## src/rtl/mips_pkg.sv

```systemverilog
`default_nettype none
// ============================================================================
// Module : mips_pkg
// Brief  : Opcodes, ALU op classes, control bundle and decoder for the MIPS core
// Rev    : 1.0
// ============================================================================
package mips_pkg;

  localparam int REG_IDX_W = 5;

  localparam logic [5:0] OP_RTYPE = 6'h00;
  localparam logic [5:0] OP_LW    = 6'h23;
  localparam logic [5:0] OP_SW    = 6'h2B;
  localparam logic [5:0] OP_BEQ   = 6'h04;
  localparam logic [5:0] OP_ADDI  = 6'h08;

  localparam logic [1:0] ALU_OP_ADD   = 2'b00;
  localparam logic [1:0] ALU_OP_SUB   = 2'b01;
  localparam logic [1:0] ALU_OP_FUNCT = 2'b10;

  typedef struct packed {
    logic       reg_dst;
    logic       alu_src;
    logic       mem_to_reg;
    logic       reg_write;
    logic       mem_read;
    logic       mem_write;
    logic       branch;
    logic [1:0] alu_op;
    logic       illegal;
  } ctrl_t;

  function automatic ctrl_t decode_ctrl(input logic [5:0] op);
    ctrl_t c;
    c = '0;
    case (op)
      OP_RTYPE: begin
        c.reg_dst   = 1'b1;
        c.reg_write = 1'b1;
        c.alu_op    = ALU_OP_FUNCT;
      end
      OP_LW: begin
        c.alu_src    = 1'b1;
        c.mem_to_reg = 1'b1;
        c.reg_write  = 1'b1;
        c.mem_read   = 1'b1;
        c.alu_op     = ALU_OP_ADD;
      end
      OP_SW: begin
        c.alu_src   = 1'b1;
        c.mem_write = 1'b1;
        c.alu_op    = ALU_OP_ADD;
      end
      OP_BEQ: begin
        c.branch = 1'b1;
        c.alu_op = ALU_OP_SUB;
      end
      OP_ADDI: begin
        c.alu_src   = 1'b1;
        c.reg_write = 1'b1;
        c.alu_op    = ALU_OP_ADD;
      end
      default: c.illegal = 1'b1;
    endcase
    return c;
  endfunction

endpackage
`default_nettype wire

```

## src/rtl/decode_stage_if.sv

```systemverilog
`default_nettype none
// ============================================================================
// Module : decode_stage_if
// Brief  : Fetch/write-back inputs and ID/EX outputs of the decode stage
// Rev    : 1.0
// ============================================================================
interface decode_stage_if #(
  parameter int DATA_W = 32
);
  logic [31:0]                    if_instr;
  logic [DATA_W-1:0]              if_pc_plus1;
  logic                           stall;
  logic                           flush;
  logic                           wb_we;
  logic [mips_pkg::REG_IDX_W-1:0] wb_addr;
  logic [DATA_W-1:0]              wb_data;

  logic                           hazard_stall;
  logic                           id_valid;
  logic [DATA_W-1:0]              id_pc_plus1;
  logic [DATA_W-1:0]              id_rs_data;
  logic [DATA_W-1:0]              id_rt_data;
  logic [DATA_W-1:0]              id_imm_ext;
  logic [mips_pkg::REG_IDX_W-1:0] id_rs;
  logic [mips_pkg::REG_IDX_W-1:0] id_rt;
  logic [mips_pkg::REG_IDX_W-1:0] id_rd;
  logic [5:0]                     id_funct;
  logic                           id_reg_dst;
  logic                           id_alu_src;
  logic                           id_mem_to_reg;
  logic                           id_reg_write;
  logic                           id_mem_read;
  logic                           id_mem_write;
  logic                           id_branch;
  logic [1:0]                     id_alu_op;
  logic                           id_illegal;

  modport master (
    output if_instr, if_pc_plus1, stall, flush, wb_we, wb_addr, wb_data,
    input  hazard_stall, id_valid, id_pc_plus1, id_rs_data, id_rt_data,
           id_imm_ext, id_rs, id_rt, id_rd, id_funct, id_reg_dst, id_alu_src,
           id_mem_to_reg, id_reg_write, id_mem_read, id_mem_write, id_branch,
           id_alu_op, id_illegal
  );

  modport slave (
    input  if_instr, if_pc_plus1, stall, flush, wb_we, wb_addr, wb_data,
    output hazard_stall, id_valid, id_pc_plus1, id_rs_data, id_rt_data,
           id_imm_ext, id_rs, id_rt, id_rd, id_funct, id_reg_dst, id_alu_src,
           id_mem_to_reg, id_reg_write, id_mem_read, id_mem_write, id_branch,
           id_alu_op, id_illegal
  );
endinterface
`default_nettype wire

```

## src/rtl/decode_stage_reg_file.sv

```systemverilog
`default_nettype none
// ============================================================================
// Module : reg_file
// Brief  : 32x32 register file, one write port, two write-through read ports
// Rev    : 1.0
// ============================================================================
module reg_file
  import mips_pkg::*;
#(
  parameter int DATA_W = 32,
  parameter int NREGS  = 32
) (
  input  wire logic                 clk,
  input  wire logic                 rst_n,
  input  wire logic                 we_i,
  input  wire logic [REG_IDX_W-1:0] waddr_i,
  input  wire logic [DATA_W-1:0]    wdata_i,
  input  wire logic [REG_IDX_W-1:0] raddr_a_i,
  input  wire logic [REG_IDX_W-1:0] raddr_b_i,
  output logic      [DATA_W-1:0]    rdata_a_o,
  output logic      [DATA_W-1:0]    rdata_b_o
);

  logic [DATA_W-1:0] regs_q [NREGS];
  logic              wr_en;

  assign wr_en = we_i && (waddr_i != '0);

  always_ff @(posedge clk or negedge rst_n) begin
    if (!rst_n) begin
      for (int i = 0; i < NREGS; i++) begin
        regs_q[i] <= '0;
      end
    end else if (wr_en) begin
      regs_q[waddr_i] <= wdata_i;
    end
  end

  // $0 reads zero; a same-cycle write to the read address is forwarded
  always_comb begin
    rdata_a_o = regs_q[raddr_a_i];
    rdata_b_o = regs_q[raddr_b_i];
    if (wr_en && (waddr_i == raddr_a_i)) rdata_a_o = wdata_i;
    if (wr_en && (waddr_i == raddr_b_i)) rdata_b_o = wdata_i;
    if (raddr_a_i == '0) rdata_a_o = '0;
    if (raddr_b_i == '0) rdata_b_o = '0;
  end

endmodule
`default_nettype wire

```

## src/rtl/decode_stage.sv

```systemverilog
`default_nettype none
// ============================================================================
// Module : decode_stage
// Brief  : IF/ID register, register file, control decode, load-use detect, ID/EX
// Rev    : 1.0
// ============================================================================
module decode_stage
  import mips_pkg::*;
#(
  parameter int DATA_W = 32,
  parameter int NREGS  = 32
) (
  input wire logic      clk,
  input wire logic      rst_n,
  decode_stage_if.slave bus
);

  logic [31:0]          ifid_instr_q, ifid_instr_d;
  logic [DATA_W-1:0]    ifid_pc_q, ifid_pc_d;
  logic                 ifid_valid_q, ifid_valid_d;

  logic                 idex_valid_q, idex_valid_d;
  logic [DATA_W-1:0]    idex_pc_q, idex_pc_d;
  logic [DATA_W-1:0]    idex_rs_data_q, idex_rs_data_d;
  logic [DATA_W-1:0]    idex_rt_data_q, idex_rt_data_d;
  logic [DATA_W-1:0]    idex_imm_q, idex_imm_d;
  logic [REG_IDX_W-1:0] idex_rs_q, idex_rs_d;
  logic [REG_IDX_W-1:0] idex_rt_q, idex_rt_d;
  logic [REG_IDX_W-1:0] idex_rd_q, idex_rd_d;
  logic [5:0]           idex_funct_q, idex_funct_d;
  ctrl_t                idex_ctrl_q, idex_ctrl_d;

  logic [5:0]           w_opcode;
  logic [REG_IDX_W-1:0] w_rs, w_rt, w_rd;
  logic [DATA_W-1:0]    w_imm_ext, w_rs_data, w_rt_data;
  ctrl_t                w_ctrl;
  logic                 w_rt_is_src, w_hazard, w_hold;

  assign w_opcode  = ifid_instr_q[31:26];
  assign w_rs      = ifid_instr_q[25:21];
  assign w_rt      = ifid_instr_q[20:16];
  assign w_rd      = ifid_instr_q[15:11];
  assign w_imm_ext = {{(DATA_W-16){ifid_instr_q[15]}}, ifid_instr_q[15:0]};
  assign w_ctrl    = ifid_valid_q ? decode_ctrl(w_opcode) : '0;

  reg_file #(.DATA_W(DATA_W), .NREGS(NREGS)) u_reg_file (
    .clk       (clk),
    .rst_n     (rst_n),
    .we_i      (bus.wb_we),
    .waddr_i   (bus.wb_addr),
    .wdata_i   (bus.wb_data),
    .raddr_a_i (w_rs),
    .raddr_b_i (w_rt),
    .rdata_a_o (w_rs_data),
    .rdata_b_o (w_rt_data)
  );

  // rt is only a source operand for R-type, sw and beq; lw/addi write it
  assign w_rt_is_src = (w_opcode == OP_RTYPE) || (w_opcode == OP_SW) || (w_opcode == OP_BEQ);
  assign w_hazard    = idex_valid_q && idex_ctrl_q.mem_read && (idex_rt_q != '0) && ifid_valid_q &&
                       ((idex_rt_q == w_rs) || ((idex_rt_q == w_rt) && w_rt_is_src));
  assign w_hold      = bus.stall || w_hazard;

  always_comb begin
    ifid_instr_d = ifid_instr_q;
    ifid_pc_d    = ifid_pc_q;
    ifid_valid_d = ifid_valid_q;
    if (bus.flush) begin
      ifid_instr_d = '0;
      ifid_valid_d = 1'b0;
    end else if (!w_hold) begin
      ifid_instr_d = bus.if_instr;
      ifid_pc_d    = bus.if_pc_plus1;
      ifid_valid_d = 1'b1;
    end
  end

  always_comb begin
    idex_valid_d   = 1'b0;
    idex_pc_d      = '0;
    idex_rs_data_d = '0;
    idex_rt_data_d = '0;
    idex_imm_d     = '0;
    idex_rs_d      = '0;
    idex_rt_d      = '0;
    idex_rd_d      = '0;
    idex_funct_d   = '0;
    idex_ctrl_d    = '0;
    if (!bus.flush && !w_hold) begin
      idex_valid_d   = ifid_valid_q;
      idex_pc_d      = ifid_pc_q;
      idex_rs_data_d = w_rs_data;
      idex_rt_data_d = w_rt_data;
      idex_imm_d     = w_imm_ext;
      idex_rs_d      = w_rs;
      idex_rt_d      = w_rt;
      idex_rd_d      = w_rd;
      idex_funct_d   = ifid_instr_q[5:0];
      idex_ctrl_d    = w_ctrl;
    end
  end

  always_ff @(posedge clk or negedge rst_n) begin
    if (!rst_n) begin
      ifid_instr_q   <= '0;
      ifid_pc_q      <= '0;
      ifid_valid_q   <= 1'b0;
      idex_valid_q   <= 1'b0;
      idex_pc_q      <= '0;
      idex_rs_data_q <= '0;
      idex_rt_data_q <= '0;
      idex_imm_q     <= '0;
      idex_rs_q      <= '0;
      idex_rt_q      <= '0;
      idex_rd_q      <= '0;
      idex_funct_q   <= '0;
      idex_ctrl_q    <= '0;
    end else begin
      ifid_instr_q   <= ifid_instr_d;
      ifid_pc_q      <= ifid_pc_d;
      ifid_valid_q   <= ifid_valid_d;
      idex_valid_q   <= idex_valid_d;
      idex_pc_q      <= idex_pc_d;
      idex_rs_data_q <= idex_rs_data_d;
      idex_rt_data_q <= idex_rt_data_d;
      idex_imm_q     <= idex_imm_d;
      idex_rs_q      <= idex_rs_d;
      idex_rt_q      <= idex_rt_d;
      idex_rd_q      <= idex_rd_d;
      idex_funct_q   <= idex_funct_d;
      idex_ctrl_q    <= idex_ctrl_d;
    end
  end

  assign bus.hazard_stall  = w_hazard;
  assign bus.id_valid      = idex_valid_q;
  assign bus.id_pc_plus1   = idex_pc_q;
  assign bus.id_rs_data    = idex_rs_data_q;
  assign bus.id_rt_data    = idex_rt_data_q;
  assign bus.id_imm_ext    = idex_imm_q;
  assign bus.id_rs         = idex_rs_q;
  assign bus.id_rt         = idex_rt_q;
  assign bus.id_rd         = idex_rd_q;
  assign bus.id_funct      = idex_funct_q;
  assign bus.id_reg_dst    = idex_ctrl_q.reg_dst;
  assign bus.id_alu_src    = idex_ctrl_q.alu_src;
  assign bus.id_mem_to_reg = idex_ctrl_q.mem_to_reg;
  assign bus.id_reg_write  = idex_ctrl_q.reg_write;
  assign bus.id_mem_read   = idex_ctrl_q.mem_read;
  assign bus.id_mem_write  = idex_ctrl_q.mem_write;
  assign bus.id_branch     = idex_ctrl_q.branch;
  assign bus.id_alu_op     = idex_ctrl_q.alu_op;
  assign bus.id_illegal    = idex_ctrl_q.illegal;

endmodule
`default_nettype wire

```

## src/flat_wrapper.sv

```systemverilog
// flat-port wrapper written by rule: the top's interface ports become plain ports
module decode_stage_flat import mips_pkg::*;
#(
  parameter int DATA_W = 32,
  parameter int NREGS  = 32
)
  (clk, rst_n, bus_if_instr, bus_if_pc_plus1, bus_stall, bus_flush, bus_wb_we, bus_wb_addr, bus_wb_data, bus_hazard_stall, bus_id_valid, bus_id_pc_plus1, bus_id_rs_data, bus_id_rt_data, bus_id_imm_ext, bus_id_rs, bus_id_rt, bus_id_rd, bus_id_funct, bus_id_reg_dst, bus_id_alu_src, bus_id_mem_to_reg, bus_id_reg_write, bus_id_mem_read, bus_id_mem_write, bus_id_branch, bus_id_alu_op, bus_id_illegal);
  decode_stage_if #(.DATA_W(DATA_W)) bus_i ();
  input wire logic clk;
  input wire logic rst_n;
  input wire logic [$bits(bus_i.if_instr)-1:0] bus_if_instr;
  input wire logic [$bits(bus_i.if_pc_plus1)-1:0] bus_if_pc_plus1;
  input wire logic [$bits(bus_i.stall)-1:0] bus_stall;
  input wire logic [$bits(bus_i.flush)-1:0] bus_flush;
  input wire logic [$bits(bus_i.wb_we)-1:0] bus_wb_we;
  input wire logic [$bits(bus_i.wb_addr)-1:0] bus_wb_addr;
  input wire logic [$bits(bus_i.wb_data)-1:0] bus_wb_data;
  output wire logic [$bits(bus_i.hazard_stall)-1:0] bus_hazard_stall;
  output wire logic [$bits(bus_i.id_valid)-1:0] bus_id_valid;
  output wire logic [$bits(bus_i.id_pc_plus1)-1:0] bus_id_pc_plus1;
  output wire logic [$bits(bus_i.id_rs_data)-1:0] bus_id_rs_data;
  output wire logic [$bits(bus_i.id_rt_data)-1:0] bus_id_rt_data;
  output wire logic [$bits(bus_i.id_imm_ext)-1:0] bus_id_imm_ext;
  output wire logic [$bits(bus_i.id_rs)-1:0] bus_id_rs;
  output wire logic [$bits(bus_i.id_rt)-1:0] bus_id_rt;
  output wire logic [$bits(bus_i.id_rd)-1:0] bus_id_rd;
  output wire logic [$bits(bus_i.id_funct)-1:0] bus_id_funct;
  output wire logic [$bits(bus_i.id_reg_dst)-1:0] bus_id_reg_dst;
  output wire logic [$bits(bus_i.id_alu_src)-1:0] bus_id_alu_src;
  output wire logic [$bits(bus_i.id_mem_to_reg)-1:0] bus_id_mem_to_reg;
  output wire logic [$bits(bus_i.id_reg_write)-1:0] bus_id_reg_write;
  output wire logic [$bits(bus_i.id_mem_read)-1:0] bus_id_mem_read;
  output wire logic [$bits(bus_i.id_mem_write)-1:0] bus_id_mem_write;
  output wire logic [$bits(bus_i.id_branch)-1:0] bus_id_branch;
  output wire logic [$bits(bus_i.id_alu_op)-1:0] bus_id_alu_op;
  output wire logic [$bits(bus_i.id_illegal)-1:0] bus_id_illegal;
  assign bus_i.if_instr = bus_if_instr;
  assign bus_i.if_pc_plus1 = bus_if_pc_plus1;
  assign bus_i.stall = bus_stall;
  assign bus_i.flush = bus_flush;
  assign bus_i.wb_we = bus_wb_we;
  assign bus_i.wb_addr = bus_wb_addr;
  assign bus_i.wb_data = bus_wb_data;
  assign bus_hazard_stall = bus_i.hazard_stall;
  assign bus_id_valid = bus_i.id_valid;
  assign bus_id_pc_plus1 = bus_i.id_pc_plus1;
  assign bus_id_rs_data = bus_i.id_rs_data;
  assign bus_id_rt_data = bus_i.id_rt_data;
  assign bus_id_imm_ext = bus_i.id_imm_ext;
  assign bus_id_rs = bus_i.id_rs;
  assign bus_id_rt = bus_i.id_rt;
  assign bus_id_rd = bus_i.id_rd;
  assign bus_id_funct = bus_i.id_funct;
  assign bus_id_reg_dst = bus_i.id_reg_dst;
  assign bus_id_alu_src = bus_i.id_alu_src;
  assign bus_id_mem_to_reg = bus_i.id_mem_to_reg;
  assign bus_id_reg_write = bus_i.id_reg_write;
  assign bus_id_mem_read = bus_i.id_mem_read;
  assign bus_id_mem_write = bus_i.id_mem_write;
  assign bus_id_branch = bus_i.id_branch;
  assign bus_id_alu_op = bus_i.id_alu_op;
  assign bus_id_illegal = bus_i.id_illegal;
  decode_stage #(.DATA_W(DATA_W), .NREGS(NREGS)) u_core (.clk(clk), .rst_n(rst_n), .bus(bus_i));
endmodule
```

## config.mk

```make
export PLATFORM = sky130hd
export DESIGN_NAME = decode_stage_flat
export DESIGN_NICKNAME = d
export VERILOG_FILES = /design/src/rtl/mips_pkg.sv /design/src/rtl/decode_stage_if.sv /design/src/rtl/decode_stage_reg_file.sv /design/src/rtl/decode_stage.sv /design/src/flat_wrapper.sv
export SDC_FILE = /design/constraint.sdc
export NUM_CORES = 2
export LEC_CHECK = 0
export BUFFER_PORTS_ARGS = -buffer_cell sky130_fd_sc_hd__buf_4
export CORE_ASPECT_RATIO = 0.6
export CORE_UTILIZATION = 34
export DETAILED_ROUTE_END_ITERATION = 7
export MAX_ROUTING_LAYER = met4
export PLACE_DENSITY_LB_ADDON = 0.15
export SLEW_MARGIN = 0
export SYNTH_ARGS = -nofsm -noshare
export SYNTH_HDL_FRONTEND = slang
export SYNTH_SLANG_ARGS = --single-unit
```

## constraint.sdc

```tcl
create_clock -name clk -period 5.93 [get_ports clk]
set_clock_uncertainty 0.15 [all_clocks]
set_input_delay 0 -clock clk [delete_from_list [all_inputs] [get_ports clk]]
set_output_delay 0 -clock clk [all_outputs]
set_load 0.02 [all_outputs]
```

==> impl_metrics.json <==
{
  "result_of_the_run": "completed",
  "hold_ws_ns": 0.1266,
  "arrival_ns": 4.69,
  "dieWidth_um": 552.1,
  "clk_transition_reported_paths_ns": 0.07,
  "rsz_0062_raised_after_global_routing": "false",
  "max_transition_viols_final": 0,
  "critPathMaxFanout": 28,
  "drtIter0Drc": 4020,
  "crit_chain": "buf_4 -> buf_4 -> mux4_2 -> mux2_2 -> or3_1 -> nand4_1 -> a21oi_1 -> dlygate4sd3_1",
  "cts.sinks": 1220,
  "max-slew-margin-rel": 0.1192,
  "synthesis.area_mm2": 0.06174,
  "grt_start_max_net_pins": 164,
  "postRouteWirelength_um": 227600,
  "clock_insertion_delay_worst_skew_ns": 0.75,
  "crit_buf_inv": 3,
  "cts_tree": "built",
  "buffer_ports.inserted": 266,
  "post-dp-hpwl_um": 137900,
  "avg_wl_per_cell_um": 32.48,
  "yosys_register_bits": 1220,
  "yosys.area.top_type_share": 0.4945,
  "final.setup.worst_slack_ns": 1.717,
  "share_of_flip_flops_with_an_asynchronous_set_or_reset_after_synthesis": 1.000,
  "core_area_mm2": 0.1794,
  "worst-setup-path-type": "flip-flop to flip-flop",
  "route.antenna.remaining_nets": 0,
  "grt_pass1_vias": 40860,
  "cts_made_buffers": 119,
  "p_leak_uw": 0.03057,
  "number_of_drc_violations_after_detailed_routing": 0,
  "die_y_extent_um": 332.1,
  "fmax_mhz": 237.3,
  "p_r_area_growth_vs_syn_pct": 16.95,
  "finalCoreUtilization": 0.4024,
  "synth_cells": 4310,
  "gr-usage-all-layers": 0.2551,
  "layout.cells.most_common_list": "1,210 x dfrtp_1, 1,151 x mux2_2, 387 x mux4_2",
  "setup_tns_ns": 0,
  "cts_buffer_depth": 3,
  "worstHoldPathType": "input port to flip-flop",
  "floorplan.io_pins": 267,
  "antenna_found_initial": 19,
  "critPathMostFrequentCell": "buf_4",
  "max_slew.worst_pin.slew_ns": 1.318,
  "synth.yosys.seq_area_share": 0.4945,
  "startpoint_type": "flip-flop",
  "pre_cts_slack_ns": 2.244,
  "layout.cells.most_common": "dfrtp_1",
  "ys.warnings.count": 0,
  "global_route_wire_length_before_repair_um": 326900,
  "drt_pre_antenna_iters": 5,
  "crit_required_ns": 6.41,
  "htree_num_levels": 3,
  "critical-path-top-delay-family": "buffers and inverters",
  "netlist_top_cells_area": "dfrtp_1 49%, mux2_2 21%, mux4_2 14%",
  "core.rowCount": 120,
  "die_area_mm2": 0.1833,
  "p_per_area_mw_per_mm2": 324.0,
  "drv.max_cap_violation_count": 0,
  "final_period_minus_worst_setup_slack_ns": 4.213,
  "final_nets": 4626,
  "number_of_hold_violations_in_the_final_report": 0,
  "synth_enable_flop_cells": 0,
  "synth.largest_area_cell": "dfrtp_1",
  "critical-path-slowest-cell": "dfrtp_4",
  "syn-num-nets": 4416,
  "vias": 40890,
  "synth_ff_type": "dfrtp_1",
  "worst_path_largest_cell_delay_ns": 0.88,
  "vdd_drop_max_v": 0.0002478,
  "synthesis.area_per_instance_um2": 14.32,
  "final-instance-count-excl-fill": 7009,
  "numPlacedInstances": 6584,
  "grt.overflow.total": 0,
  "setup.worst_path.end_class": "flip-flop",
  "post_synth_num_cell_types": 46,
  "gp_congestion": 0.8137,
  "route.detailed.vias_per_inst": 5.834,
  "setup_viol": 0,
  "floorplan.initialDensity": 0.3441,
  "layout_worst_path_cycle_share": 0.7105,
  "post_route_cells_drive_above_1_share": 0.4768,
  "post_cts.resized_instances": 0,
  "clockRootBuffer": "clkbuf_16"
}
-- registers in the layout, indices dropped and copies added, names as in the netlist, 2 cells and up --
| signal | count |
|---|---|
| u_core.ifid_instr_q | 32 |
| u_core.ifid_pc_q | 32 |
| u_core.bus.id_alu_op | 2 |
| u_core.bus.id_rt | 5 |
| u_core.bus.id_rt_data | 32 |
| u_core.bus.id_rs | 5 |
| u_core.bus.id_imm_ext | 16 |
| u_core.bus.id_rs_data | 32 |
| u_core.bus.id_pc_plus1 | 32 |
| u_core.u_reg_file.regs_q | 1024 |
-- tightest hold or removal path, stage by stage --
cell,delay [ns]
dlygate4sd3_1,0.53
buf_4,0.24
nor2_1,0.14
nor3_1,0.05
-- Yosys cell counts (4+ instances only) --
master    count
dfrtp_1    1220
mux2_2     1151
mux4_2      387
clkbuf_1    322
mux2i_1     190
nor3_1      130
a211oi_1    125
nor2_1       88
and2_1       82
buf_2        77
a22o_1       75
buf_1        75
a22oi_1      62
o22ai_1      62
nor2b_1      44
o31ai_1      43
buf_4        29
nand2_1      23
o21ai_0      20
a221o_1      19
xnor2_1      11
xor2_1        9
a21oi_1       7
and3_1        6
nand3_1       6
nor3b_1       6
inv_1         5
nor4_1        5
nand3b_1      4
or2_2         4
-- per-stage QoR --
step	cell area, µm²	power [µW]
3_3_place_gp	66120	15140
4_1_cts	72180	23500
6_report	72210	23400
2_1_floorplan	61740	13710
5_1_grt	72200	24390
3_5_place_dp	66120	15220
-- final timing paths --
kind                                                     start                        endpoint  slack [ns]  depth (start not counted)
worst max register to register         u_core.ifid_instr_q[17]       u_core.bus.id_rt_data[30]        1.72                          8
worst max-delay path                   u_core.ifid_instr_q[17]       u_core.bus.id_rt_data[30]        1.72                          8
worst min register to register  u_core.u_reg_file.regs_q[1010]  u_core.u_reg_file.regs_q[1010]        0.24                          0
min in group asynchronous                                rst_n   u_core.u_reg_file.regs_q[978]        0.43                          4
max in group asynchronous                                rst_n   u_core.u_reg_file.regs_q[578]        4.08                          5
worst min-delay path                           bus_wb_data[16]       u_core.bus.id_rs_data[16]        0.13                          4
-- layer usage --
layer	GRT usage	wire (µm)	share of wire
met5	-	0	0
met4	0.04792	4123	0.018
met2	0.3392	93440	0.41
met1	0.3917	112200	0.49
met3	0.05749	17940	0.079
-- report_power, final --
group | internal (µW) | switching, µW | total, µW
sequential | 9730 | 1150 | 10900
clock | 4620 | 3530 | 8150
combinational | 2540 | 1830 | 4370
-- what timing repair did --
| item | in CTS | in global routing |
|---|---|---|
| hold buffers | 194 | 0 |
| hold endpoints to repair | 1921 | 0 |
| setup buffers | 0 | 0 |
| setup endpoints to repair | 0 | 0 |
-- cell families after synthesis --
logic type / after synthesis / share of synthesized area
buffers and inverters: 508 / 0.03421
xor gates and xnor gates: 20 / 0.002837
muxes: 1728 / 0.3819
AOI/OAI and AO/OA: 420 / 0.05107
and+or+nand+nor: 414 / 0.03547
DFF: 1220 / 0.4945
-- final cells by class --
type                    instances  area, µm²
clock buffers                 181       3613
repair buffers                592       5142
flip-flops and latches       1220      30560
multi-input cells            2582      29380
well taps                    2379       2977
inverters                       5      18.77
clock inverters                40      486.7
fillers                     16630     107200
diodes                         10      25.02
Note: power is estimated with default switching activity, not from simulation.
